==> src/rtl/lsu_mem_if.sv <==
// lsu_mem_if: RV32I load/store initiator for a word-only data memory (optional LSU_RANGE_CHECK_EN).
module lsu_mem_if #(
    parameter int MEM_WORDS = 256
) (
    input  logic        clk,
    input  logic        rst_n,
    input  logic        req_valid,
    output logic        req_ready,
    input  logic        req_we,
    input  logic [2:0]  req_funct3,
    input  logic [31:0] req_addr,
    input  logic [31:0] req_wdata,
    output logic        resp_valid,
    output logic [31:0] resp_rdata,
    output logic        resp_err,
    output logic        mem_read,
    output logic        mem_write,
    output logic [31:0] mem_addr,
    output logic [31:0] mem_wdata,
    input  logic [31:0] mem_rdata
);
    typedef enum logic [2:0] {IDLE, RD, WR, RESP, ERR} state_t;
`ifdef LSU_RANGE_CHECK_EN
    localparam logic RANGE_EN = 1'b1;
`else
    localparam logic RANGE_EN = 1'b0;
`endif
    localparam logic [31:0] MEM_BYTES = 32'(MEM_WORDS) << 2;
    state_t      state_q, state_d;
    logic        we_q;
    logic [2:0]  f3_q;
    logic [31:0] addr_q, wdata_q, data_q;
    logic [31:0] rdata_q, rdata_d;
    logic        err_q, err_d;
    logic        accept, req_err;
    logic [7:0]  byte_v;
    logic [15:0] half_v;
    logic [4:0]  sh;
    logic [31:0] load_val, lane_mask, lane_data, merged;
    assign accept     = req_valid && req_ready;
    assign req_ready  = state_q == IDLE;
    assign resp_valid = state_q == RESP || state_q == ERR;
    assign resp_rdata = rdata_q;
    assign resp_err   = err_q;
    assign mem_read   = rst_n && state_q == RD;
    assign mem_write  = rst_n && state_q == WR;
    assign mem_addr   = (state_q == RD || state_q == WR) ? {addr_q[31:2], 2'b00} : 32'h0;
    assign mem_wdata  = state_q == WR ? merged : 32'h0;
    // classify the live request: misalignment, illegal funct3, out-of-range
    always_comb begin
        req_err = (RANGE_EN && req_addr >= MEM_BYTES)
                | (req_funct3[1:0] == 2'b10 && req_addr[1:0] != 2'b00)
                | (req_funct3[1:0] == 2'b01 && req_addr[0])
                | (req_we ? req_funct3 > 3'b010 : (req_funct3[1:0] == 2'b11 || req_funct3 == 3'b110));
    end
    // load lane extraction and sub-word store merge on the latched request
    always_comb begin
        byte_v    = mem_rdata[{addr_q[1:0], 3'b000} +: 8];
        half_v    = addr_q[1] ? mem_rdata[31:16] : mem_rdata[15:0];
        load_val  = f3_q[1:0] == 2'b00 ? {{24{byte_v[7] & ~f3_q[2]}}, byte_v}
                  : f3_q[1:0] == 2'b01 ? {{16{half_v[15] & ~f3_q[2]}}, half_v}
                  : mem_rdata;
        sh        = f3_q[0] ? {addr_q[1], 4'b0000} : {addr_q[1:0], 3'b000};
        lane_mask = (f3_q[0] ? 32'h0000_FFFF : 32'h0000_00FF) << sh;
        lane_data = (f3_q[0] ? {16'h0, wdata_q[15:0]} : {24'h0, wdata_q[7:0]}) << sh;
        merged    = f3_q[1] ? wdata_q : (data_q & ~lane_mask) | lane_data;
    end
    // next state and the response registers loaded on entry to RESP/ERR
    always_comb begin
        state_d = state_q;
        rdata_d = rdata_q;
        err_d   = err_q;
        case (state_q)
            IDLE: if (req_valid) begin
                state_d = req_err ? ERR : (req_we && req_funct3 == 3'b010) ? WR : RD;
                rdata_d = req_err ? 32'h0 : rdata_q;
                err_d   = req_err ? 1'b1 : err_q;
            end
            RD: begin
                state_d = we_q ? WR : RESP;
                rdata_d = we_q ? rdata_q : load_val;
                err_d   = we_q ? err_q : 1'b0;
            end
            WR: begin
                state_d = RESP;
                rdata_d = 32'h0;
                err_d   = 1'b0;
            end
            default: state_d = IDLE;
        endcase
    end
    // state and response registers with synchronous active-low reset
    always_ff @(posedge clk) begin
        if (!rst_n) begin
            state_q <= IDLE;
            rdata_q <= 32'h0;
            err_q   <= 1'b0;
        end else begin
            state_q <= state_d;
            rdata_q <= rdata_d;
            err_q   <= err_d;
        end
    end
    // request latch on accept and read-word capture for the merge
    always_ff @(posedge clk) begin
        if (accept) begin
            we_q    <= req_we;
            f3_q    <= req_funct3;
            addr_q  <= req_addr;
            wdata_q <= req_wdata;
        end
        if (state_q == RD) data_q <= mem_rdata;
    end
endmodule
==> config.mk <==
export PLATFORM = sky130hd
export DESIGN_NAME = lsu_mem_if
export DESIGN_NICKNAME = d
export VERILOG_FILES = /design/src/rtl/lsu_mem_if.sv
export SDC_FILE = /design/constraint.sdc
export NUM_CORES = 1
export LEC_CHECK = 0
export CORE_UTILIZATION = 49
export CTS_BUF_LIST = sky130_fd_sc_hd__clkbuf_4 sky130_fd_sc_hd__clkbuf_8 sky130_fd_sc_hd__clkbuf_16
export CTS_CLUSTER_DIAMETER = 30
export DETAILED_ROUTE_END_ITERATION = 6
export GPL_TIMING_DRIVEN = 0
export PLACE_DENSITY = 0.95
export SLEW_MARGIN = 20
export SYNTH_ARGS = -nofsm -noshare
export SYNTH_HDL_FRONTEND = slang
export SYNTH_SLANG_ARGS = --single-unit
==> constraint.sdc <==
create_clock -name clk -period 5.9 [get_ports clk]
set_input_delay 1.475 -clock clk [delete_from_list [all_inputs] [get_ports clk]]
set_output_delay 1.475 -clock clk [all_outputs]
set_load 0.03 [all_outputs]
-- Word-level counts from Yosys, hierarchy flattened
Cells that the tools add are included.
- $lt $le $gt $ge: 1
- eq/ne operators: 13
- shifts and indexed selects: 3
- muxes and demuxes: 23
- bitwise gates (word level): 8
- reduce and logical (&&, ||, !) cells: 14
- operators with widths (operator ; count):
    $mux 32 ; 8
    $pmux 32 s3 ; 1
    $shl 16x5->32 ; 2
    $mux 16 ; 3
    $and 32x32->32 ; 1
    $not 32->32 ; 1
    $or 32x32->32 ; 1
    $shiftx 32x6->8 ; 1
    $eq 3x2->1 const B ; 3
    $pmux 3 s3 ; 1
    $eq 3x3->1 const B ; 2
    $logic_and 1x1->1 ; 6
    $mux 3 ; 2
    $mux 1 ; 5
    $eq 2x1->1 const B ; 2
    $eq 2x2->1 const B ; 2
    $mux 4 ; 1
    $ne 2x2->1 const B ; 2
    $reduce_and 4->1 ; 1
    $eq 3x1->1 const B ; 1
    $gt 3x2->1 const B ; 1
    $logic_not 3->1 ; 1
    $logic_or 1x1->1 ; 3
    $pmux 1 s3 ; 1
    8 further kinds ; 10
- bits in registers: 136
- input port bits: 103
- word-level logic and storage cells: 70

-- Depth between registers and ports, before layout
- depth after elaboration: 7
- mapped depth: 7

-- Least setup slack after synthesis
No wires, ideal clock.
- path kind: in2reg
- start: in req_valid
- end: reg err_q, in the netlist resp_err
- arrival: 3.526 ns
- setup slack: 2.316 ns
- stages: 3
- buffers on the path: 0
- cell sequence: and2_1 -> and3_1 -> a21o_1
- longest elaborated chain between the ends: 2
- ends and longest elaborated chain (element ; line ; source):
    start, declared ; 7 ; input logic req_valid,
    $ne 2x2->1 (no source line) ; n/a ;
    $reduce_and 4->1 (no source line) ; n/a ;
    end signal, assigned ; 101 ; err_q <= err_d;
    end, declared ; 34 ; logic err_q, err_d;
Every way passes these cells.
A chain may end at the register's enable or synchronous reset.

-- Final worst setup path
- start: reg addr_q[1]
- end: out mem_wdata[23]
- longest elaborated chain between the ends: 6
- elaborated cells on any way between the ends: 7
- ends and longest elaborated chain (element ; line ; source):
    start, declared ; 32 ; logic [31:0] addr_q, wdata_q, data_q;
    start signal, assigned ; 109 ; addr_q <= req_addr;
    $shl 16x5->32 ; 64 ; lane_mask = (f3_q[0] ? 32'h0000_FFFF : 32'h0000_00FF) << sh;
    $not 32->32 ; 66 ; merged = f3_q[1] ? wdata_q : (data_q & ~lane_mask) | lane_data;
    $and 32x32->32 ; 66 ;
    $or 32x32->32 * ; 66 ;
    $mux 32 * ; 66 ;
    $mux 32 * ; 48 ; assign mem_wdata = state_q == WR ? merged : 32'h0;
    end, declared ; 19 ; output logic [31:0] mem_wdata,
Every way passes the cells marked *; elsewhere a longest branch is shown, timed or not.

==> results.py <==
metrics = {
    "sta": {
        "fmaxAchievable_ghz": 0.220,
        "post-route-min-period_ps": 4560,
        "fin_crit_sh": 0.772,
        "slew_viol_final": 0,
        "report.final.hold_viol_count": 0,
        "finalSetupViolCount": 0,
        "worst_slew_pin_slew_ps": 786,
        "final.setup.tns_ps": 0,
        "slew_headroom": 0.475,
        "final.setup_skew_ps": 7.10,
        "rsz0062_at_grt": "false",
    },
    "power_and_ir_drop": {
        "netSwitchingPower_mw": 0.751,
        "total_power_mw": 2.67,
        "powerDensity_mw_per_mm2": 305,
        "power_frac_seq": 0.429,
        "swShare": 0.281,
        "p_comb_frac": 0.195,
        "clockPowerShare": 0.376,
        "p_int_mw": 1.92,
        "vdd_drop_max_mv": 0.221,
        "p_leak_nw": 3.15,
    },
    "critical_path": {
        "crit_type": "flop to output pin",
        "reg2reg_to": "resp_rdata[17]$_SDFFE_PN0P_",
        "timing.rr.start": "addr_q[0]$_DFFE_PP_",
        "start_kind": "flop",
        "end_kind": "output pin",
        "crit_arrival_ps": 3080,
        "startpoint": "addr_q[1]$_DFFE_PP_",
        "crit_chain": "buf_4, buf_2, clkbuf_1, nand3_1, a311oi_1, clkdlybuf4s50_1",
        "required_ps": 4430,
        "slowest_stage": "clkdlybuf4s50_1",
        "worstRegToRegCells": 5,
        "crit_path_max_fanout": 10,
        "max_stage_delay_ps": 760,
        "rrSetupSlack_ps": 3850,
        "crit_end": "mem_wdata[23]",
    },
    "clock_network": {
        "root_buffer": "clkbuf_16",
        "cts_made_buffers": 17,
        "clk_latency_ps": 420,
        "htreeDepth": 4,
        "clock_path_buffers": 2,
        "clkTransAtPathRegs_ps": 60,
        "hold_buffers": 0,
        "numClockSinks": 136,
        "cts_tree": "built",
        "cts_resized": 0,
        "postCtsSetupBuffers": 0,
    },
    "drt": {
        "wl_per_cell_um": 22.3,
        "vias": 5231,
        "dr.pass1.iters": 6,
        "drtAntennaViolNets": 0,
        "initialDrtViolationCount": 595,
        "drt_wl_total_mm": 18.8,
        "drc": 0,
        "viasPerCell": 6.19,
    },
    "placement": {
        "placed_cells": 813,
        "place_congestion": 0.984,
        "dpl.hpwl_mm": 13.5,
        "place_area_mm2": 0.00820,
        "port_buffers": 201,
    },
    "floorplanning": {
        "num_io_pins": 204,
        "num_rows": 39,
        "start_util": 0.513,
        "die_h_um": 112,
        "die-area_mm2": 0.0127,
        "core_mm2": 0.0117,
        "dieWidth_um": 112,
    },
    "global_route": {
        "grt_antenna_before_repair": 0,
        "grt_overflow": 0,
        "grt_usage": 0.301,
        "grt_start_max_net_pins": 40,
        "grt_pass1_vias": 5352,
        "grt_pass1_wl_mm": 28.3,
    },
    "synthesis": {
        "avgSynthCellArea_um2": 12.8,
        "synth.distinct_cells": 52,
        "yosys_warnings": 0,
        "ys_seq_elements": 136,
        "syn_area_mm2": 0.00598,
        "postSynthCellCount": 467,
        "seq_area_frac_synth": 0.622,
    },
    "job": {
        "maxCapViolCount": 0,
    },
    "final_layout": {
        "nNetsFinal": 792,
        "layout-drive-gt1-share": 0.0983,
        "final_cell_area_mm2": 0.00877,
        "num_antenna_cells": 0,
        "area_delta_synth_final_pct": 46.5,
        "nFillCells": 697,
        "fin_cells": 845,
    },
    "min_path": {
        "hold_path_class": "flop to flop",
        "hold_depth": 1,
    },
    "run_status": {
        "outcome": "finished, final reports clean",
    },
}
logic make-up (layout without fill, tap and decap cells):
family / Yosys count / count (layout) / synth area share
compound gates: 125 / 125 / 0.169
xor+xnor: 1 / 1 / 0.00146
buf+inv: 62 / 296 / 0.0512
flops: 136 / 136 / 0.622
mux: 18 / 18 / 0.0469
other cells: 1 / 2 / 0.000627
simple gates: 124 / 124 / 0.108
power by group through the flow:
| stage | sequential [mW] | clock [mW] | combinational, mW |
|---|---|---|---|
| 4_1_cts | 1.14 | 1.01 | 0.514 |
| 3_3_place_gp | 1.16 | 0 | 0.487 |
| 3_5_place_dp | 1.16 | 0 | 0.509 |
| 6_report | 1.14 | 1.00 | 0.521 |
| 5_1_grt | 1.15 | 1.04 | 0.546 |
| 2_1_floorplan | 1.17 | 0 | 0.268 |
cells in the mapped netlist, drive strengths merged:
master | number | share of area
edfxtp | 100 | 0.50
dfxtp | 36 | 0.12
and2 | 32 | 0.033
nand2 | 31 | 0.019
nor2 | 28 | 0.019
a21oi | 27 | 0.026
inv | 23 | 0.014
a221o | 22 | 0.037
buf | 19 | 0.024
clkbuf | 19 | 0.012
o221ai | 16 | 0.023
mux2i | 10 | 0.017
nor3 | 9 | 0.0084
a22o | 8 | 0.012
a2bb2oi | 8 | 0.012
a311oi | 8 | 0.012
mux4 | 8 | 0.030
nand3 | 8 | 0.0067
o22ai | 7 | 0.0073
o2bb2ai | 7 | 0.010
o32ai | 7 | 0.010
o21ai | 4 | 0.0033
nand2b | 3 | 0.0031
or3 | 3 | 0.0031
a21o | 2 | 0.0025
a31oi | 2 | 0.0046
and3 | 2 | 0.0021
nor4 | 2 | 0.0021
o21bai | 2 | 0.0025
or3b | 2 | 0.0029
a2111oi | 1 | 0.0015
a221oi | 1 | 0.0015
a41oi | 1 | 0.0015
and4b | 1 | 0.0017
clkinv | 1 | 0.00063
conb | 1 | 0.00063
nand3b | 1 | 0.0013
nand4b | 1 | 0.0025
nor4b | 1 | 0.0025
o31ai | 1 | 0.0013
o32a | 1 | 0.0017
xnor2 | 1 | 0.0015
critical path: cells and delay by family (launching register included):
kind,cells,cell delay [ps]
and+or+nand+nor,1,130
AOI/OAI and AO/OA,1,450
DFF,1,420
buffers and inverters,4,1660
metrics by stage:
| stage | setup WS [ps] | hold slack [ps] | utilization |
|---|---|---|---|
| floorplan | 2320 | 594 | - |
| detailed placement | 1460 | 443 | 0.703 |
| CTS | 1400 | 462 | 0.752 |
| finish | 1340 | 459 | 0.752 |
| global placement | 1190 | 443 | 0.701 |
| global route | 1230 | 487 | 0.752 |
sequential cells by signal, summed over array words and instances (netlist names):
register    cells
resp_err        1
we_q            1
wdata_q        32
f3_q            3
addr_q         32
data_q         32
resp_rdata     32
state_q         3
worst min path at each step:
stage	slack, ps	from	to
6_report	460	resp_err$_SDFFE_PN0P_	resp_err$_SDFFE_PN0P_
5_1_grt	490	resp_rdata[5]$_SDFFE_PN0P_	resp_rdata[5]$_SDFFE_PN0P_
4_1_cts	460	resp_err$_SDFFE_PN0P_	resp_err$_SDFFE_PN0P_
3_5_place_dp	440	resp_err$_SDFFE_PN0P_	resp_err$_SDFFE_PN0P_
3_3_place_gp	440	resp_err$_SDFFE_PN0P_	resp_err$_SDFFE_PN0P_
2_1_floorplan	590	resp_rdata[1]$_SDFFE_PN0P_	resp_rdata[1]$_SDFFE_PN0P_
cell usage in the layout (no fill, tap or decap), types with 6 or more instances in the layout:
| cell type | synthesis | layout |
|---|---|---|
| a21oi_1 | 24 | 24 |
| a221o_1 | 22 | 22 |
| a22o_1 | 8 | 8 |
| a2bb2oi_1 | 8 | 8 |
| a311oi_1 | 8 | 8 |
| and2_1 | 32 | 30 |
| buf_4 | 6 | 6 |
| buf_6 | 6 | 6 |
| clkbuf_1 | 19 | 19 |
| clkbuf_16 | 0 | 18 |
| clkdlybuf4s50_1 | 0 | 201 |
| dfxtp_1 | 36 | 36 |
| edfxtp_1 | 100 | 100 |
| inv_1 | 23 | 23 |
| mux2i_1 | 10 | 10 |
| mux4_2 | 8 | 8 |
| nand2_1 | 31 | 31 |
| nand3_1 | 8 | 8 |
| nor2_1 | 27 | 27 |
| nor3_1 | 8 | 8 |
| o221ai_1 | 16 | 16 |
| o22ai_1 | 7 | 7 |
| o2bb2ai_1 | 7 | 7 |
| o32ai_1 | 7 | 7 |
metal layers:
metal  vias up  GRT usage  wire (um)
met5         -          0          0
met4         0      0.157        914
met3        98     0.0740       1930
met2       408      0.501       9200
met1      2471      0.363       6760
li1       2254          -          -
area by class of cell:
class                      count  area (um2)  share of cell area
sequential                   136        3720               0.425
buffer                        38         216              0.0247
inverter                      24        90.1              0.0103
clock buffer                  20         478              0.0545
clock inverter                12        87.6             0.00999
multi-input combinational    270        1960               0.224
tap                          143         179              0.0204
timing repair buffer         202        2030               0.232
(Power assumes the default switching activity.)
